## src/rtl/mdu_ctrl_pkg.sv

```systemverilog
// Shared encodings for the EX-stage multiply/divide controller: operation codes,
// FSM states and the divider handshake levels used by the existing datapath.
package mdu_defs;

  typedef enum logic [2:0] {
    MD_NONE  = 3'd0,
    MD_MULT  = 3'd1,
    MD_MULTU = 3'd2,
    MD_DIV   = 3'd3,
    MD_DIVU  = 3'd4,
    MD_MTHI  = 3'd5,
    MD_MTLO  = 3'd6
  } md_op_e;

  typedef enum logic [1:0] {
    S_IDLE = 2'd0,
    S_MUL  = 2'd1,
    S_DIV  = 2'd2,
    S_DONE = 2'd3
  } mdu_state_e;

  localparam logic DivStart       = 1'b1;
  localparam logic DivStop        = 1'b0;
  localparam logic DivResultReady = 1'b1;

  function automatic logic is_mul_op(input logic [2:0] op);
    return (op == MD_MULT) || (op == MD_MULTU);
  endfunction

  function automatic logic is_div_op(input logic [2:0] op);
    return (op == MD_DIV) || (op == MD_DIVU);
  endfunction

endpackage

```

## src/rtl/hilo_reg.sv

```systemverilog
// Architectural HI/LO register pair with independent write enables.
module hilo_reg (
  input  logic        clk,
  input  logic        resetn,
  input  logic        hi_we,
  input  logic        lo_we,
  input  logic [31:0] hi_d,
  input  logic [31:0] lo_d,
  output logic [31:0] hi,
  output logic [31:0] lo
);

  always_ff @(posedge clk or negedge resetn) begin
    if (!resetn) begin
      hi <= '0;
      lo <= '0;
    end else begin
      if (hi_we) hi <= hi_d;
      if (lo_we) lo <= lo_d;
    end
  end

endmodule

```

## src/rtl/mdu_ctrl.sv

```systemverilog
// EX-stage multiply/divide sequencer: drives the fixed-latency multiplier and the
// handshaked divider, stalls EX until the result is ready, then commits HI/LO once.
module mdu_ctrl
  import mdu_defs::*;
#(
  parameter int MUL_LAT = 2
) (
  input  logic        clk,
  input  logic        resetn,
  input  logic        op_valid,
  input  logic [2:0]  md_op,
  input  logic [31:0] src_a,
  input  logic [31:0] src_b,
  input  logic        ex_stall,
  input  logic        flush,
  output logic        stallreq,
  output logic        busy,
  output logic [31:0] hi_o,
  output logic [31:0] lo_o,
  output logic        mul_signed,
  output logic [31:0] mul_ina,
  output logic [31:0] mul_inb,
  input  logic [63:0] mul_result,
  output logic        div_start,
  output logic        div_signed,
  output logic        div_annul,
  output logic [31:0] div_opdata1,
  output logic [31:0] div_opdata2,
  input  logic [63:0] div_result,
  input  logic        div_ready,
  output logic [1:0]  state_dbg
);

  // Handshake: div_start stays high for every DIV cycle; the divider raises
  // div_ready with div_result valid in the same cycle; div_annul aborts it.

  mdu_state_e  state;
  logic [2:0]  cnt;
  logic [63:0] res;
  logic [31:0] opa, opb;
  logic        sgn;
  logic        op_is_mul;
  logic        commit_en;

  logic start_mul, start_div;
  logic hi_we, lo_we;
  logic [31:0] hi_d, lo_d;
  logic mt_ok;

  assign start_mul = op_valid && is_mul_op(md_op) && !flush;
  assign start_div = op_valid && is_div_op(md_op) && !flush;

  always_ff @(posedge clk or negedge resetn) begin
    if (!resetn) begin
      state     <= S_IDLE;
      cnt       <= '0;
      res       <= '0;
      opa       <= '0;
      opb       <= '0;
      sgn       <= 1'b0;
      op_is_mul <= 1'b0;
      commit_en <= 1'b0;
    end else if (flush) begin
      state <= S_IDLE;
    end else begin
      case (state)
        S_IDLE: begin
          if (start_mul) begin
            state     <= S_MUL;
            cnt       <= 3'(MUL_LAT);
            opa       <= src_a;
            opb       <= src_b;
            sgn       <= (md_op == MD_MULT);
            op_is_mul <= 1'b1;
            commit_en <= 1'b1;
          end else if (start_div) begin
            opa       <= src_a;
            opb       <= src_b;
            sgn       <= (md_op == MD_DIV);
            op_is_mul <= 1'b0;
            // Divide by zero skips the divider and leaves HI/LO untouched.
            if (src_b != '0) begin
              state     <= S_DIV;
              commit_en <= 1'b1;
            end else begin
              state     <= S_DONE;
              commit_en <= 1'b0;
            end
          end
        end
        S_MUL: begin
          cnt <= cnt - 3'd1;
          if (cnt == 3'd1) begin
            res   <= mul_result;
            state <= S_DONE;
          end
        end
        S_DIV: begin
          if (div_ready == DivResultReady) begin
            res   <= div_result;
            state <= S_DONE;
          end
        end
        S_DONE: begin
          if (!ex_stall) state <= S_IDLE;
        end
        default: state <= S_IDLE;
      endcase
    end
  end

  // HI/LO writes: the DONE commit or a move-to in IDLE, both blocked by stall/flush.
  assign mt_ok = (state == S_IDLE) && op_valid && !ex_stall && !flush;
  always_comb begin
    hi_we = 1'b0;
    lo_we = 1'b0;
    hi_d  = src_a;
    lo_d  = src_a;
    if (state == S_DONE) begin
      hi_we = commit_en && !ex_stall && !flush;
      lo_we = commit_en && !ex_stall && !flush;
      hi_d  = res[63:32];
      lo_d  = res[31:0];
    end else begin
      hi_we = mt_ok && (md_op == MD_MTHI);
      lo_we = mt_ok && (md_op == MD_MTLO);
    end
  end

  hilo_reg u_hilo (
    .clk    (clk),
    .resetn (resetn),
    .hi_we  (hi_we),
    .lo_we  (lo_we),
    .hi_d   (hi_d),
    .lo_d   (lo_d),
    .hi     (hi_o),
    .lo     (lo_o)
  );

  assign busy      = (state != S_IDLE);
  assign state_dbg = state;
  // Gated by resetn so the request is low while reset is held, whatever EX shows.
  assign stallreq  = resetn &&
                     (((state == S_IDLE) && (start_mul || start_div)) ||
                      (state == S_MUL) || (state == S_DIV));

  assign div_start  = (state == S_DIV) ? DivStart : DivStop;
  assign div_annul  = (state == S_DIV) && flush;

  assign mul_signed  = busy && op_is_mul && sgn;
  assign mul_ina     = (busy && op_is_mul) ? opa : '0;
  assign mul_inb     = (busy && op_is_mul) ? opb : '0;
  assign div_signed  = busy && !op_is_mul && sgn;
  assign div_opdata1 = (busy && !op_is_mul) ? opa : '0;
  assign div_opdata2 = (busy && !op_is_mul) ? opb : '0;

endmodule
```

## config.mk

```make
export PLATFORM = sky130hd
export DESIGN_NAME = mdu_ctrl
export DESIGN_NICKNAME = d
export VERILOG_FILES = /design/src/rtl/mdu_ctrl_pkg.sv /design/src/rtl/hilo_reg.sv /design/src/rtl/mdu_ctrl.sv
export SDC_FILE = /design/constraint.sdc
export NUM_CORES = 1
export LEC_CHECK = 0
export ABC_AREA = 0
export CAP_MARGIN = 20
export CORE_ASPECT_RATIO = 1.25
export CORE_MARGIN = 3
export CORE_UTILIZATION = 30
export DETAILED_ROUTE_END_ITERATION = 8
export PLACE_DENSITY_LB_ADDON = 0.1
export SETUP_SLACK_MARGIN = 0.02
export SYNTH_ARGS = -nofsm -noshare
export SYNTH_HDL_FRONTEND = slang
export SYNTH_SLANG_ARGS = --single-unit
```

## constraint.sdc

```tcl
create_clock -name clk -period 4.6 [get_ports clk]
set_input_delay 0.69 -clock clk [delete_from_list [all_inputs] [get_ports clk]]
set_output_delay 0.69 -clock clk [all_outputs]
set_load 0.05 [all_outputs]
```

# Word-level counts from Yosys, hierarchy flattened
# Cells that the tools add are included.
[totals]
register_bits = 200
latchBits = 0
ramBits = 0
rom_bits = 0
n_memories = 0
[op_classes]
addsub = 1
mul = 0
div = 0
magnitude_cmp = 0
eq_ne = 17
shift = 0
muxes = 33
bitwise = 1
reduce_logical = 36
[op_table]
columns = ["operator", "count"]
rows = [
  ["2-to-1 mux 32 bit", 10],
  ["2-to-1 mux 64 bit", 2],
  ["case mux 64 bit (2 select lines)", 1],
  ["nonzero test 32 bit", 1],
  ["logical AND 1 bit", 18],
  ["2-to-1 mux 2 bit", 6],
  ["2-to-1 mux 1 bit", 11],
  ["== test 3 bit (second input constant)", 3],
  ["!= test 3 bit (second input constant)", 3],
  ["case mux 2 bit (4 select lines)", 1],
  ["AND reduction 4 bit", 2],
  ["nonzero test 2 bit", 4],
  ["== test 3 x 1 -> 1 bit (second input constant)", 2],
  ["== test 3 x 2 -> 1 bit (second input constant)", 2],
  ["!= test 2 bit (second input constant)", 3],
  ["case mux 3 bit (2 select lines)", 1],
  ["AND reduction 3 bit", 2],
  ["logical OR 1 bit", 5],
  ["== test 2 bit (second input constant)", 2],
  ["!= test 4 bit (second input constant)", 1],
  ["logical NOT 1 bit", 3],
  ["2-to-1 mux 3 bit", 1],
  ["subtractor 3 x 1 -> 3 bit (second input constant)", 1],
  ["== test 2 x 1 -> 1 bit (second input constant)", 1],
  ["other kinds (2)", 2],
]

# Longest topological paths before layout
[depth]
depth_word = 9
depth_mapped = 9
mapped_depth_nobuf = 6

# Hierarchy
# Synthesis repeated with hierarchy kept, for this count alone.
[hier_totals]
hier_cells = 958
area_unflattened_um2 = 10369.9
[modules_own_cells]
columns = ["module", "n_inst", "cells_each", "area_per_inst_um2", "seq_area_each_um2"]
rows = [
  ["mdu_ctrl", 1, 822, 7679.9, 3403.3],
  ["hilo_reg", 1, 136, 2690.1, 1601.5],
]

# Least setup slack after synthesis
# No wires, ideal clock.
[synth_timing]
path_kind = "flip-flop to output port"
startpoint = "register state[0] (netlist: state_dbg[0])"
endpoint = "output stallreq"
arrival_ns = 2.443
required_time_ns = 3.910
slack_ns = 1.467
path_stages_with_launch = 7
path_cell_list = "dfrtp_1 inv_1 ha_1 clkbuf_1 buf_2 buf_2 o31a_1"
[synth_between]
elab_chain_len = 5
elab_cells_between_ends = 7
cone_classes = "eq/ne (2); reduce/logical (5)"
[synth_rtl]
columns = ["item", "line", "rtl"]
rows = [
  ["start, declared", "mdu_ctrl.sv:37", "mdu_state_e state;"],
  ["start signal, assigned", "mdu_ctrl.sv:55", "state <= S_IDLE;"],
  ["start signal, assigned", "mdu_ctrl.sv:64", "state <= S_IDLE;"],
  ["start signal, assigned", "mdu_ctrl.sv:69", "state <= S_MUL;"],
  ["logical NOT 2 bit", "mdu_ctrl.sv:145", "(((state == S_IDLE) && (start_mul || start_div)) ||"],
  ["logical AND 1 bit", "mdu_ctrl.sv:145", ""],
  ["logical OR 1 bit", "mdu_ctrl.sv:145", ""],
  ["logical OR 1 bit (*)", "mdu_ctrl.sv:146", "(state == S_MUL) || (state == S_DIV));"],
  ["logical AND 1 bit (*)", "mdu_ctrl.sv:144", "assign stallreq = resetn &&"],
  ["end, declared", "mdu_ctrl.sv:16", "output logic stallreq,"],
]
# Mark *: on every way between the ends. The rest lies on a longest branch, timed or not.

# Final worst setup path
[layout_timing]
startpoint = "register state[0] (netlist: state_dbg[0])"
endpoint = "output div_opdata2[29]"
[layout_between]
elab_chain_len = 3
[layout_rtl]
columns = ["item", "line", "rtl"]
rows = [
  ["nonzero test 2 bit", "mdu_ctrl.sv:141", "assign busy = (state != S_IDLE);"],
  ["logical AND 1 bit", "mdu_ctrl.sv:156", "assign div_opdata2 = (busy && !op_is_mul) ? opb : '0;"],
  ["2-to-1 mux 32 bit", "mdu_ctrl.sv:156", ""],
  ["end, declared", "mdu_ctrl.sv:28", "output logic [31:0] div_opdata2,"],
]
# No other way between the ends.

==> run_results.csv <==
group,metric,value,unit
clock_network,cts_sinks,200,
sta,fmax,260,MHz
critical_path,setup.worst_path.start_class,"flip-flop",
power_and_ir_drop,p_int,0.00560,W
sta,hold_violations,0,
global_routing,grt_overflow,0,
flow_run,cap_violations,0,
critical_path,end_kind,"output port",
sta,worst_slew_pin_slew,0.957,ns
final_layout,instances_no_fill,1752,
final_layout,area_growth,50.2,%
logic_synthesis,netlist_area,0.00986,mm²
sta,maxSlewViolCount,0,
power_and_ir_drop,vdd.ir_drop.worst,0.326,mV
critical_path,r2r_slack,1.83,ns
logic_synthesis,async_flop_share,100,%
clock_network,cts_resized,0,
die,placementRows,73,
critical_path,worstRegToRegCells,6,
global_routing,antenna_found_initial,0,
global_routing,grtUsageTotal,18.5,%
die,core,0.0321,mm²
placed_design,gp_congestion,0.789,
sta,fin_crit,3.84,ns
critical_path,crit_arrival,3.15,ns
power_and_ir_drop,leakagePower,6.16,nW
placed_design,portBuffers,400,
power_and_ir_drop,power.switching,0.00507,W
logic_synthesis,ys_types,49,
run_status,status,"complete, no violations",
critical_path,required,3.91,ns
final_layout,fillers,3108,
global_routing,grt_max_degree,129,
detailed_routing,vias,8323,
power_and_ir_drop,p_per_area,721,mW/mm²
sta,relSlewSlack,36.2,%
detailed_routing,drt-wirelength-per-cell,18.9,µm
critical_path,r2r_end,"opb[11]",
clock_network,cts_tree,"built",
logic_synthesis,avgSynthCellArea,10.2,µm²
clock_network,ctsLongestPathBuffers,2,
sta,rsz0062_at_grt,"false",
min_path,holdCritPathClass,"input port to async pin",
global_routing,grt_pass1_wl,50.7,mm
logic_synthesis,synthFlopType,"dfrtp_1",
placed_design,dpl.cell_count,1719,
global_routing,grt_pass1_vias,8641,
detailed_routing,drtAntennaViolNets,0,
die,die_area,0.0351,mm²
clock_network,cts_buffers,17,
die,die_x,168,µm
sta,setup_viol,0,
power_and_ir_drop,p_clk_share,15.1,%
critical_path,startpoint,"state_dbg[0]",
critical_path,r2r_start,"state_dbg[0]",
die,die_h,209,µm
detailed_routing,drt-initial-drc-count,364,
final_layout,finalNetCount,1535,
placed_design,hpwl,24.3,mm
detailed_routing,finalWirelength,33.1,mm
detailed_routing,drc,0,
logic_synthesis,ys_seq_elements,200,
power_and_ir_drop,seqPwrFrac,29.6,%
clock_network,htreeDepth,4,
final_layout,drive_gt1_share,5.90,%
critical_path,cp_max_fo,45,
die,boundaryPins,401,
clock_network,clockRootBuffer,"clkbuf_16",
critical_path,critPathKind,"flip-flop to output port",
final_layout,multiInputGateArea,0.00448,mm²
clock_network,cts_setup_buffers,0,
detailed_routing,first_pass_iters,5,
clock_network,clk_pin_slew,0.08,ns
detailed_routing,vias_per_cell,4.75,
sta,setup_tns,0,ns
sta,fin_crit_sh,83.5,%
logic_synthesis,ys_warn_count,0,
clock_network,clock_latency,0.44,ns
die,start_util,30.7,%
logic_synthesis,yosysSeqAreaShare,50.8,%
sta,clock_skew,0.0178,ns
placed_design,dpl_worst_slack,1.08,ns
clock_network,hold_buffers,0,
logic_synthesis,syn_nets,1179,
logic_synthesis,synth_edf_count,0,
final_layout,seqCellArea,0.00501,mm²
sta,setup_slack,0.758,ns
power_and_ir_drop,swShare,47.5,%
power_and_ir_drop,p_comb_share,55.3,%
critical_path,crit_path_end,"div_opdata2[29]",
final_layout,antenna_cells,0,
logic_synthesis,syn_inst,971,
-- how the worst min path moves through the flow --
stage,start,depth (start not counted),endpoint,slack [ns]
after floorplan,resetn,0,cnt[0],0.39
after global placement,u_hilo.hi[0],2,u_hilo.hi[0],0.46
after detailed placement,u_hilo.hi[6],2,u_hilo.hi[6],0.47
after CTS,resetn,1,opb[15],0.14
after global routing,resetn,1,opb[15],0.15
final,resetn,1,opb[15],0.15
-- state kept, by name, summed over array words and instances, names as in the netlist, 2 cells and up --
register / count
opb: 32
opa: 32
state_dbg: 2
u_hilo.hi: 32
cnt: 3
res: 64
u_hilo.lo: 32
-- cells in the mapped netlist (6+ instances only) --
master | number | area share [%]
dfrtp_1 | 200 | 51
a21oi_1 | 131 | 6.7
nor2_1 | 75 | 2.9
nand2_1 | 68 | 2.6
and2_1 | 66 | 4.2
and3_1 | 65 | 4.1
mux2i_1 | 65 | 6.6
o21ai_0 | 55 | 2.8
mux2_1 | 49 | 5.6
clkbuf_1 | 38 | 1.4
nor2b_1 | 33 | 2.1
buf_2 | 24 | 1.2
mux2_2 | 15 | 1.7
o21ai_1 | 12 | 0.61
inv_1 | 9 | 0.34
buf_4 | 8 | 0.61
nor4_1 | 8 | 0.51
ha_1 | 7 | 0.89
buf_6 | 6 | 0.69
-- layout by cell type, fill, tap and decap left out, types with 2 or more instances in the layout --
master / count
nand2_1: 68
and3_1: 65
xnor2_1: 2
and2_1: 66
nor2b_1: 33
a41oi_4: 2
clkbuf_1: 2
ha_4: 2
mux2_2: 15
inv_1: 8
nor2_4: 2
ha_1: 5
nor2_1: 73
bufinv_16: 3
o21ai_1: 12
inv_6: 5
nor4_1: 8
o21ai_0: 55
a221o_1: 2
dfrtp_1: 199
clkbuf_8: 3
clkinv_4: 2
mux2_1: 49
mux2i_1: 65
a21oi_1: 131
buf_12: 3
clkbuf_16: 17
clkdlybuf4s50_1: 399
and4_1: 2
nand2b_1: 4
buf_4: 11
-- logic make-up after synthesis --
| family | Yosys count | share of synthesized area [%] |
|---|---|---|
| AOI/OAI and AO/OA | 215 | 12.1 |
| and+or+nand+nor | 331 | 17.7 |
| DFF | 200 | 50.8 |
| muxes | 129 | 13.9 |
| xor gates and xnor gates | 3 | 0.267 |
| buffers and inverters | 86 | 4.34 |
| adders and majority gates | 7 | 0.889 |
-- through the flow --
step | power, W | util, % | hold slack (ns) | instance area (µm²)
6_report | 0.0107 | 46.2 | 0.153 | 14800
5_1_grt | 0.0113 | 46.2 | 0.146 | 14800
4_1_cts | 0.0108 | 46.1 | 0.141 | 14800
3_5_place_dp | 0.00915 | 44.2 | 0.469 | 14200
3_3_place_gp | 0.00909 | 44.2 | 0.461 | 14200
2_1_floorplan | 0.00699 | - | 0.394 | 9860
-- per-layer routing --
| layer | part of all wire [%] | global-route usage, % | up-vias |
|---|---|---|---|
| li1 | - | - | 4068 |
| met1 | 41 | 22.4 | 3957 |
| met2 | 51 | 32.7 | 277 |
| met3 | 6.5 | 5.00 | 21 |
| met4 | 1.2 | 4.18 | 0 |
| met5 | 0 | 0 | - |
-- power groups by stage --
stage	Combinational, W	Sequential, W	Clock (W)
floorplan	0.00302	0.00397	0
global placement	0.00592	0.00317	0
detailed placement	0.00595	0.00320	0
CTS	0.00597	0.00317	0.00166
global route	0.00631	0.00328	0.00172
finish	0.00591	0.00316	0.00161
-- worst max-delay path: stages (launching register included) --
cell             delay (ns)
dfrtp_1                0.47
inv_1                  0.14
ha_1                   0.33
nor2_4                 0.50
buf_12                 0.27
and2_1                 0.16
clkdlybuf4s50_1        0.81
-- area by class of cell --
| cell class | instances | share of cell area [%] |
|---|---|---|
| clock buffer | 21 | 3.11 |
| clock inverter | 11 | 1.07 |
| inverter | 9 | 0.228 |
| multi-input combinational | 685 | 30.2 |
| sequential | 200 | 33.8 |
| tap | 412 | 3.48 |
| timing repair buffer | 414 | 28.0 |
No activity file was read; power rests on OpenSTA's default activity.
